**config.mk**
```make
export PLATFORM = sky130hd
export DESIGN_NAME = muldiv_alu_control
export DESIGN_NICKNAME = d
export VERILOG_FILES = /design/src/rtl/muldiv_alu_control_pkg.sv /design/src/rtl/muldiv_step.sv /design/src/rtl/muldiv_alu_control.sv
export SDC_FILE = /design/constraint.sdc
export NUM_CORES = 1
export LEC_CHECK = 0
export BUFFER_PORTS_ARGS = -buffer_cell sky130_fd_sc_hd__clkbuf_2
export CAP_MARGIN = 20
export CORE_UTILIZATION = 40
export CTS_BUF_LIST = sky130_fd_sc_hd__clkbuf_4 sky130_fd_sc_hd__clkbuf_8
export CTS_CLUSTER_DIAMETER = 60
export DETAILED_ROUTE_END_ITERATION = 7
export GPL_ROUTABILITY_DRIVEN = 0
export HOLD_SLACK_MARGIN = 0.03
export PLACE_DENSITY = 0.68
export SLEW_MARGIN = 20
export SYNTH_ARGS = -nofsm -noshare
export SYNTH_HDL_FRONTEND = slang
export SYNTH_SLANG_ARGS = --single-unit
```
**constraint.sdc**
```tcl
create_clock -name clk -period 7.9 [get_ports clk]
set_input_delay 0.395 -clock clk [delete_from_list [all_inputs] [get_ports clk]]
set_output_delay 0.395 -clock clk [all_outputs]
set_load 0.005 [all_outputs]
```
**src/rtl/muldiv_alu_control_pkg.sv**
```systemverilog
// rtl/muldiv_alu_control_pkg.sv - shared opcode/funct, ALU op and sequencer state encodings
//
// Purpose: common header for the decode/execute boundary. It holds the
// instruction field encodings, the 4-bit ALU op codes and the state
// encoding of the multiply/divide sequencer.
package muldiv_alu_control_pkg;

  // Primary opcodes
  localparam logic [5:0] OP_RTYPE   = 6'h00;
  localparam logic [5:0] OP_ADDIU   = 6'h09;
  localparam logic [5:0] OP_ORI     = 6'h0D;
  localparam logic [5:0] OP_LUI     = 6'h0F;
  localparam logic [5:0] OP_LW      = 6'h23;
  localparam logic [5:0] OP_SB      = 6'h28;
  localparam logic [5:0] OP_SW      = 6'h2B;

  // R-type funct codes
  localparam logic [5:0] FN_SLL     = 6'h00;
  localparam logic [5:0] FN_SRA     = 6'h03;
  localparam logic [5:0] FN_JR      = 6'h08;
  localparam logic [5:0] FN_SYSCALL = 6'h0C;
  localparam logic [5:0] FN_MFHI    = 6'h10;
  localparam logic [5:0] FN_MTHI    = 6'h11;
  localparam logic [5:0] FN_MFLO    = 6'h12;
  localparam logic [5:0] FN_MTLO    = 6'h13;
  localparam logic [5:0] FN_MULT    = 6'h18;
  localparam logic [5:0] FN_MULTU   = 6'h19;
  localparam logic [5:0] FN_DIV     = 6'h1A;
  localparam logic [5:0] FN_DIVU    = 6'h1B;
  localparam logic [5:0] FN_ADD     = 6'h20;
  localparam logic [5:0] FN_ADDU    = 6'h21;
  localparam logic [5:0] FN_SUBU    = 6'h23;

  // ALU operation codes
  localparam logic [3:0] ALU_add     = 4'd1;
  localparam logic [3:0] ALU_sub     = 4'd2;
  localparam logic [3:0] ALU_sra     = 4'd3;
  localparam logic [3:0] ALU_sll     = 4'd4;
  localparam logic [3:0] ALU_OR      = 4'd5;
  localparam logic [3:0] ALU_slli    = 4'd6;
  localparam logic [3:0] ALU_rs_pass = 4'd7;
  localparam logic [3:0] ALU_undef   = 4'hF;

  // Multiply/divide sequencer states
  typedef enum logic [1:0] {
    MD_IDLE = 2'd0,
    MD_MUL  = 2'd1,
    MD_DIV  = 2'd2,
    MD_FIX  = 2'd3
  } md_state_t;

endpackage

```
**src/rtl/muldiv_step.sv**
```systemverilog
// rtl/muldiv_step.sv - one iteration of shift-add multiply or restoring divide
//
// Purpose: combinational single-step datapath for the iterative sequencer.
// Ports:
//   div_mode  in  1    : 1 = restoring shift-subtract, 0 = shift-add
//   acc       in  2W   : multiply {partial, multiplier}; divide {remainder, quotient}
//   b         in  W    : multiplicand (multiply) or divisor (divide)
//   acc_nxt   out 2W   : accumulator after this step
module muldiv_step #(
  parameter int W = 32
) (
  input  logic             div_mode,
  input  logic [2*W-1:0]   acc,
  input  logic [W-1:0]     b,
  output logic [2*W-1:0]   acc_nxt
);

  logic [W:0] add_sum;
  logic [W:0] rem_sh;
  logic [W:0] rem_diff;
  logic       rem_ge;

  always_comb begin
    // Multiply: add multiplicand into the upper half when the current
    // multiplier bit is set, then shift the whole accumulator right.
    add_sum  = {1'b0, acc[2*W-1:W]} + (acc[0] ? {1'b0, b} : '0);
    // Divide: shift the next dividend bit into the remainder and trial-subtract.
    // The remainder stays below b, so a non-negative difference is below 2^W
    // and the top bit of the W+1-bit difference is a clean borrow flag.
    rem_sh   = acc[2*W-1:W-1];
    rem_diff = rem_sh - {1'b0, b};
    rem_ge   = ~rem_diff[W];
    if (div_mode) begin
      if (rem_ge) acc_nxt = {rem_diff[W-1:0], acc[W-2:0], 1'b1};
      else        acc_nxt = {rem_sh[W-1:0],   acc[W-2:0], 1'b0};
    end else begin
      acc_nxt = {add_sum, acc[W-1:1]};
    end
  end

endmodule

```
**src/rtl/muldiv_alu_control.sv**
```systemverilog
// rtl/muldiv_alu_control.sv - ALU op decoder with iterative multiply/divide and HI/LO
//
// Purpose: decodes opcode/funct to the ALU op and runs MULT/MULTU/DIV/DIVU
// over W+1 cycles on a shared shift datapath, holding the pipeline with stall.
// Ports:
//   clk, rst_n        : clock, asynchronous active-low reset
//   valid_in, flush   : instruction valid in EX / kill the presented instruction
//   opcode, funct     : instruction fields
//   rs_val, rt_val    : operands (rs also feeds MTHI/MTLO)
//   alu_op            : decoded ALU operation (combinational)
//   stall             : front-end hold (combinational)
//   busy              : sequencer not idle
//   hilo_rd           : HI for MFHI, LO for MFLO, else 0
//   hi, lo            : architectural HI/LO registers
module muldiv_alu_control
  import muldiv_alu_control_pkg::*;
#(
  parameter int W     = 32,
  parameter int CNT_W = $clog2(W) + 1
) (
  input  logic         clk,
  input  logic         rst_n,
  input  logic         valid_in,
  input  logic         flush,
  input  logic [5:0]   opcode,
  input  logic [5:0]   funct,
  input  logic [W-1:0] rs_val,
  input  logic [W-1:0] rt_val,
  output logic [3:0]   alu_op,
  output logic         stall,
  output logic         busy,
  output logic [W-1:0] hilo_rd,
  output logic [W-1:0] hi,
  output logic [W-1:0] lo
);

  md_state_t        state, state_nxt;
  logic [CNT_W-1:0] cnt;
  logic [2*W-1:0]   acc;
  logic [2*W-1:0]   acc_step;
  logic [W-1:0]     b_reg;
  logic             neg_q;   // product / quotient negation
  logic             neg_r;   // remainder negation (dividend sign)
  logic             op_div;  // latched op kind: divide
  logic             dz;      // latched divide-by-zero

  // Instruction classification
  logic is_rtype, is_mult, is_multu, is_div, is_divu;
  logic is_mfhi, is_mflo, is_mthi, is_mtlo;
  logic md_op, md_class, div_op, signed_op, rt_zero;
  logic fire, start, last_step;
  logic [W-1:0] rs_mag, rt_mag;

  assign is_rtype  = (opcode == OP_RTYPE);
  assign is_mult   = is_rtype & (funct == FN_MULT);
  assign is_multu  = is_rtype & (funct == FN_MULTU);
  assign is_div    = is_rtype & (funct == FN_DIV);
  assign is_divu   = is_rtype & (funct == FN_DIVU);
  assign is_mfhi   = is_rtype & (funct == FN_MFHI);
  assign is_mflo   = is_rtype & (funct == FN_MFLO);
  assign is_mthi   = is_rtype & (funct == FN_MTHI);
  assign is_mtlo   = is_rtype & (funct == FN_MTLO);

  assign md_op     = is_mult | is_multu | is_div | is_divu;
  assign md_class  = md_op | is_mfhi | is_mflo | is_mthi | is_mtlo;
  assign div_op    = is_div | is_divu;
  assign signed_op = is_mult | is_div;
  assign rt_zero   = (rt_val == '0);

  assign busy      = (state != MD_IDLE);
  assign stall     = valid_in & busy & md_class;
  assign fire      = valid_in & ~flush & ~stall;
  assign start     = fire & md_op;
  assign last_step = (cnt == CNT_W'(W - 1));

  // Magnitudes for signed ops; MIN maps to itself, which is its correct
  // unsigned magnitude.
  assign rs_mag = (signed_op & rs_val[W-1]) ? -rs_val : rs_val;
  assign rt_mag = (signed_op & rt_val[W-1]) ? -rt_val : rt_val;

  assign hilo_rd = is_mfhi ? hi : (is_mflo ? lo : '0);

  // ALU op decode
  always_comb begin
    alu_op = ALU_undef;
    if (is_rtype) begin
      case (funct)
        FN_ADD, FN_ADDU:                      alu_op = ALU_add;
        FN_SUBU:                              alu_op = ALU_sub;
        FN_SRA:                               alu_op = ALU_sra;
        FN_SLL:                               alu_op = ALU_sll;
        FN_SYSCALL, FN_JR:                    alu_op = 4'd0;
        FN_MFHI, FN_MFLO:                     alu_op = ALU_rs_pass;
        FN_MULT, FN_MULTU, FN_DIV, FN_DIVU,
        FN_MTHI, FN_MTLO:                     alu_op = 4'd0;
        default:                              alu_op = ALU_undef;
      endcase
    end else begin
      case (opcode)
        OP_SW, OP_SB, OP_LW, OP_ADDIU:        alu_op = ALU_add;
        OP_ORI:                               alu_op = ALU_OR;
        OP_LUI:                               alu_op = ALU_slli;
        default:                              alu_op = ALU_undef;
      endcase
    end
  end

  muldiv_step #(.W(W)) u_step (
    .div_mode (state == MD_DIV),
    .acc      (acc),
    .b        (b_reg),
    .acc_nxt  (acc_step)
  );

  // Sign fix-up applied in FIX
  logic [2*W-1:0] fix_prod;
  logic [W-1:0]   fix_q, fix_r;
  assign fix_prod = neg_q ? -acc : acc;
  assign fix_q    = neg_q ? -acc[W-1:0] : acc[W-1:0];
  assign fix_r    = neg_r ? -acc[2*W-1:W] : acc[2*W-1:W];

  // State register
  always_ff @(posedge clk or negedge rst_n) begin
    if (!rst_n) state <= MD_IDLE;
    else        state <= state_nxt;
  end

  // Next-state logic
  always_comb begin
    state_nxt = state;
    case (state)
      MD_IDLE: begin
        if (start) begin
          if (!div_op)      state_nxt = MD_MUL;
          else if (rt_zero) state_nxt = MD_FIX;
          else              state_nxt = MD_DIV;
        end
      end
      MD_MUL, MD_DIV: if (last_step) state_nxt = MD_FIX;
      MD_FIX:         state_nxt = MD_IDLE;
      default:        state_nxt = MD_IDLE;
    endcase
  end

  // Datapath, counter and HI/LO
  always_ff @(posedge clk or negedge rst_n) begin
    if (!rst_n) begin
      cnt    <= '0;
      acc    <= '0;
      b_reg  <= '0;
      neg_q  <= 1'b0;
      neg_r  <= 1'b0;
      op_div <= 1'b0;
      dz     <= 1'b0;
      hi     <= '0;
      lo     <= '0;
    end else begin
      case (state)
        MD_IDLE: begin
          if (start) begin
            cnt    <= '0;
            op_div <= div_op;
            dz     <= div_op & rt_zero;
            neg_q  <= signed_op & (rs_val[W-1] ^ rt_val[W-1]);
            neg_r  <= signed_op & rs_val[W-1];
            if (div_op && rt_zero) begin
              // Divide-by-zero result is staged directly in the accumulator.
              acc   <= {rs_val, {W{1'b1}}};
              b_reg <= '0;
            end else if (div_op) begin
              acc   <= {{W{1'b0}}, rs_mag};
              b_reg <= rt_mag;
            end else begin
              acc   <= {{W{1'b0}}, rt_mag};
              b_reg <= rs_mag;
            end
          end else if (fire && is_mthi) begin
            hi <= rs_val;
          end else if (fire && is_mtlo) begin
            lo <= rs_val;
          end
        end
        MD_MUL, MD_DIV: begin
          acc <= acc_step;
          cnt <= cnt + CNT_W'(1);
        end
        MD_FIX: begin
          if (dz) begin
            hi <= acc[2*W-1:W];
            lo <= acc[W-1:0];
          end else if (op_div) begin
            hi <= fix_r;
            lo <= fix_q;
          end else begin
            hi <= fix_prod[2*W-1:W];
            lo <= fix_prod[W-1:0];
          end
        end
        default: ;
      endcase
    end
  end

endmodule

```
* Word level (Yosys, flattened, before mapping)
Memories as Yosys holds them, arrays and structs flattened.
Cells that the tools add are included.
** Word-level totals
- Bits in read-only memories :: 256
- Bits of input ports :: 80
- Memories :: 1
- Output and inout bits :: 102
- Register bits after elaboration :: 172
** Operators by class
- Add/sub/neg operators :: 8
- Muxes and demuxes :: 36
- Bitwise operators :: 29
- Reduce and logical (&&, ||, !) cells :: 16
- Equality and inequality tests :: 24
** Memory list
- (no name shown) :: depth 64, bits a word 4, read ports 1, clocked after memory_dff 0, wr ports 0, RTL line muldiv_alu_control.sv:87 : case (funct)
** Operator list (number)
- $mux 32 :: 19
- $mux 64 :: 5
- $neg 32->32 :: 4
- $pmux 32 s2 :: 2
- $pmux 64 s2 :: 1
- $neg 64->64 :: 1
- $eq 6x5->1 const B :: 9
- $add 32x33->33 :: 1
- $sub 33x32->33 :: 1
- $logic_not 32->1 :: 1
- $eq 6x4->1 const B :: 3
- $eq 6x6->1 const B :: 3
- $and 1x1->1 :: 17
- $ne 2x2->1 const B :: 6
- $pmux 4 s3 :: 1
- $pmux 6 s2 :: 1
- $or 1x1->1 :: 9
- $add 6x1->6 const B :: 1
- $logic_not 6->1 :: 1
- $mux 2 :: 3
- $mux 6 :: 1
- $pmux 2 s3 :: 1
- $reduce_and 2->1 :: 3
- $reduce_bool 2->1 :: 3
- other kinds (12) :: 16

* Logic depth before layout (Yosys ltp)
- Depth after elaboration :: 17
- Depth in mapped cells :: 15
- Depth with buffers taken out :: 14

* Hierarchy
A second synthesis with hierarchy kept.
** Second synthesis, totals
- Cell total of the unflattened synthesis :: 2119
- Area, all modules :: 16417.0 um^2
** Modules (own cells, without submodules)
- muldiv_alu_control :: instances 1, sequential area each 4304.1 um^2, area each 11933.9 um^2, cells an instance 1444
- muldiv_step :: instances 1, sequential area each 0.0 um^2, area each 4483.0 um^2, cells an instance 675

* Worst setup path before layout
No wires, ideal clock.
- Path type :: reg-to-reg
- From :: register acc[31]
- To :: register acc[63]
- Setup slack :: 4570 ps
- Buffers on the path :: 1
- Library setup time :: 130 ps
- Required time :: 7770 ps
- Period minus slack after synthesis :: 3330 ps
- Arrival time :: 3200 ps
- Stages on the path, launching flop included :: 16
- Cells stage by stage :: dfrtp_1 -> inv_1 -> ha_1 -> inv_1 -> fa_1 -> a21o_1 -> o21ai_0 -> a311oi_1 -> nor3_1 -> o21ai_0 -> mux2_2 -> nor2_2 -> buf_2 -> o221ai_1 -> a22oi_1 -> o21ai_0
** Between the ends
- Longest elaborated chain between the ends :: 4
** RTL lines
- start: declaration :: RTL line muldiv_alu_control.sv:39 : logic [2*W-1:0] acc;
- start signal: assignment :: RTL line muldiv_alu_control.sv:168 : acc <= {rs_val, {W{1'b1}}};
- start signal: assignment :: RTL line muldiv_alu_control.sv:171 : acc <= {{W{1'b0}}, rs_mag};
- start signal: assignment :: RTL line muldiv_alu_control.sv:174 : acc <= {{W{1'b0}}, rt_mag};
- $sub 33x32->33 :: RTL line muldiv_step.sv:31 : rem_diff = rem_sh - {1'b0, b};
- $mux 64 :: RTL line muldiv_step.sv:34 : if (rem_ge) acc_nxt = {rem_diff[W-1:0], acc[W-2:0], 1'b1};
- $mux 64 :: RTL line muldiv_step.sv:33 : if (div_mode) begin
- $pmux 64 s2 :: RTL line muldiv_alu_control.sv:158 : case (state)
Every way passes these cells.
A chain may end at the register's enable or synchronous reset.

* Worst setup path after layout
- From :: register acc[31]
- To :: register acc[52]
Same word-level chain as after synthesis.

==> results.txt <==
Total negative slack: 0 ns
Number of global-route vias before repair: 16100
Vias/cell: 6.24
Sequential-to-total area share from yosys stat: 26.8%
Setup violations, final: 0
First-pass GRT wire length: 96.7 mm
Post-Syn Area: 16100 um2
DR vias: 17400
Worst Max-Slew Pin Slew: 1.07 ns
GR Util All Layers: 30.6%
Clock tree buffer depth: 2
Max_slew headroom: 27.8%
Seq cells post-synth: 172
Largest net degree at the start of global routing: 103
Share of cells above drive strength 1: 13.3%
Most common cell after layout, fill and taps aside: nand2_1
Initial core utilization: 40.5%
Post_cts resized: 0
Data required, critical path: 8.30 ns
LEAKAGE: 7.58 nW
Post-synth cell types: 77
Final cell count without fillers: 2779
Final #Nets: 2398
Area Growth Syn to Fin: 11.0%
Hpwl dp: 47.9 mm
F_max: 213 MHz
Most frequent cells in the layout: nand2_1 (268), o21ai_0 (251), nor2_1 (205)
Setup bufs post-CTS: 0
Total power per unit cell area: 361 nW/um2
Worst setup path start: acc[31]$_DFFE_PN0P_
Worst setup margin: 3.19 ns
CP max FO: 15
DRC violations left: 0
CTS tree: done
CTS Buf Count: 17
WL final: 63.3 mm
Worst r2r src: acc[31]$_DFFE_PN0P_
Syn Nets: 2303
Die area: 41000 um2
Number of synthesized flops with an enable pin: 0
Die Span X: 202 um
Clk root buf: clkbuf_8
Ys async rst share: 100%
Worst EP arrival: 5.11 ns
Clock transition at path regs: 0.12 ns
R2r worst-path depth: 15
Initial antenna violation count: 3
Final Critical Period: 4.71 ns
Setup CP Type: flop to flop
Site row count: 73
Max_cap viols: 0
Place WS: 3.33 ns
Core Box Area: 39700 um2
Outcome: finished clean
Worst hold path depth: 5
Startpoint Class: flop
Final hold vios: 0
Worst Hold Class: input port to flop
Yosys warnings: 0
Port Buf Inserts: 181
1st-pass router iterations: 7
RSZ-0062 raised after global routing: no
Max FFs per register: 64
Clk_lat worst skew: 0.51 ns
Min-delay src: rt_val[15]
Max IR drop VDD: 0.312 mV
Tcrit/Tclk final: 59.6%
Post-Synthesis Cells: 2145
Final core occ: 44.9%
CTS sink count: 172
H-tree depth: 4
Initial DRC count: 2324
CP Capture Type: flop
Clock skew: 0.0160 ns
Avg Inst Size Synth: 7.49 um2
Ys flop type: dfrtp_1
Die Y: 202 um
Largest reg by FF count: acc
Dpl cells: 2744
Slew Viols, Final: 0
Fillers: 3977
Num ports: 182
Final antenna-violating net count: 0
Routed len/inst: 22.8 um
GR Overflow Total: 0
Final Total Pwr: 6.44 mW
-- path summary, 6_finish.rpt --
check / to / slack (ns)
worst max-delay path: acc[52]$_DFFE_PN0P_ / 3.19
worst min-delay path: b_reg[15]$_DFFE_PN0P_ / 0.32
worst max register to register: acc[52]$_DFFE_PN0P_ / 3.19
worst min register to register: b_reg[7]$_DFFE_PN0P_ / 0.50
max in group asynchronous: b_reg[1]$_DFFE_PN0P_ / 5.79
min in group asynchronous: acc[54]$_DFFE_PN0P_ / 0.55
-- metal layers --
| metal | share of wire (%) | vias to the layer above | GRT usage, % |
|---|---|---|---|
| met3 | 12 | 213 | 7.21 |
| met2 | 42 | 1086 | 46.1 |
| li1 | - | 7941 | - |
| met1 | 40 | 8110 | 39.9 |
| met5 | 0.052 | - | 0 |
| met4 | 6.4 | 4 | 17.7 |
-- through the flow --
step / cell area [um2] / hold WS (ns)
6_report: 17900 / 0.324
5_1_grt: 17800 / 0.340
4_1_cts: 17800 / 0.316
3_5_place_dp: 17400 / 0.472
3_3_place_gp: 17400 / 0.471
2_1_floorplan: 16100 / 0.0994
-- where the power goes --
part / switching, mW / internal (mW)
Combinational: 2.46 / 1.50
Sequential: 0.573 / 1.21
Clock: 0.424 / 0.272
-- kinds of logic (layout without fill, tap and decap cells) --
group	after synthesis	count (layout)	share of synthesized area (%)
compound gates	755	755	28.8
xor+xnor	170	170	9.26
fa+ha+maj	78	78	6.16
buf+inv	205	313	4.91
flops	172	172	26.8
mux	69	69	4.55
other cells	0	1	0
simple gates	696	696	19.5
-- worst max-delay path, stage by stage (launching register included) --
cell and delay [ns]:
dfrtp_1 0.42, inv_1 0.14, ha_1 0.20, inv_1 0.05, fa_1 0.39, a21o_1 0.19
o21ai_0 0.37, a311oi_1 0.22, nor3_1 0.37, o21ai_0 0.38, mux2_2 0.39, nor2_2 0.51
buf_4 0.37, mux2_2 0.36, a21oi_1 0.15, nor3_1 0.06
-- final cells by class --
class	count	area, um2	share of cell area, %
flip-flops and latches	172	4300	24.1
well taps	525	657	3.68
repair buffers	204	1090	6.09
diodes	1	2.50	0.0140
clock inverters	15	196	1.10
multi-input cells	1768	11100	62.1
inverters	77	289	1.62
clock buffers	17	234	1.31
-- cell usage after synthesis, drive strengths merged, types with 11 or more instances --
master / number / area (um2)
o22ai: 18 / 113
o21ai: 261 / 1310
nand2: 268 / 1010
nand3: 41 / 205
o41ai: 14 / 130
a21o: 41 / 308
a21oi: 201 / 1010
nor4: 15 / 115
inv: 76 / 285
nor2: 209 / 790
xor2: 80 / 701
and3: 13 / 81.3
ha: 76 / 951
clkbuf: 117 / 439
nor3: 48 / 240
buf: 11 / 61.3
mux2i: 37 / 370
mux2: 32 / 360
dfrtp: 172 / 4300
a211oi: 27 / 203
o31ai: 33 / 248
xnor2: 90 / 788
or3: 24 / 150
nor2b: 11 / 68.8
a31oi: 28 / 175
a22o: 35 / 307
o221ai: 11 / 96.3
a221oi: 31 / 272
or4: 17 / 135
-- timing repair --
item                                    4_1_cts  5_1_grt
hold endpoints to repair                      1        0
hold buffers                                  1        0
endpoints found under the setup margin        0        0
No activity file was read; power rests on OpenSTA's default activity.
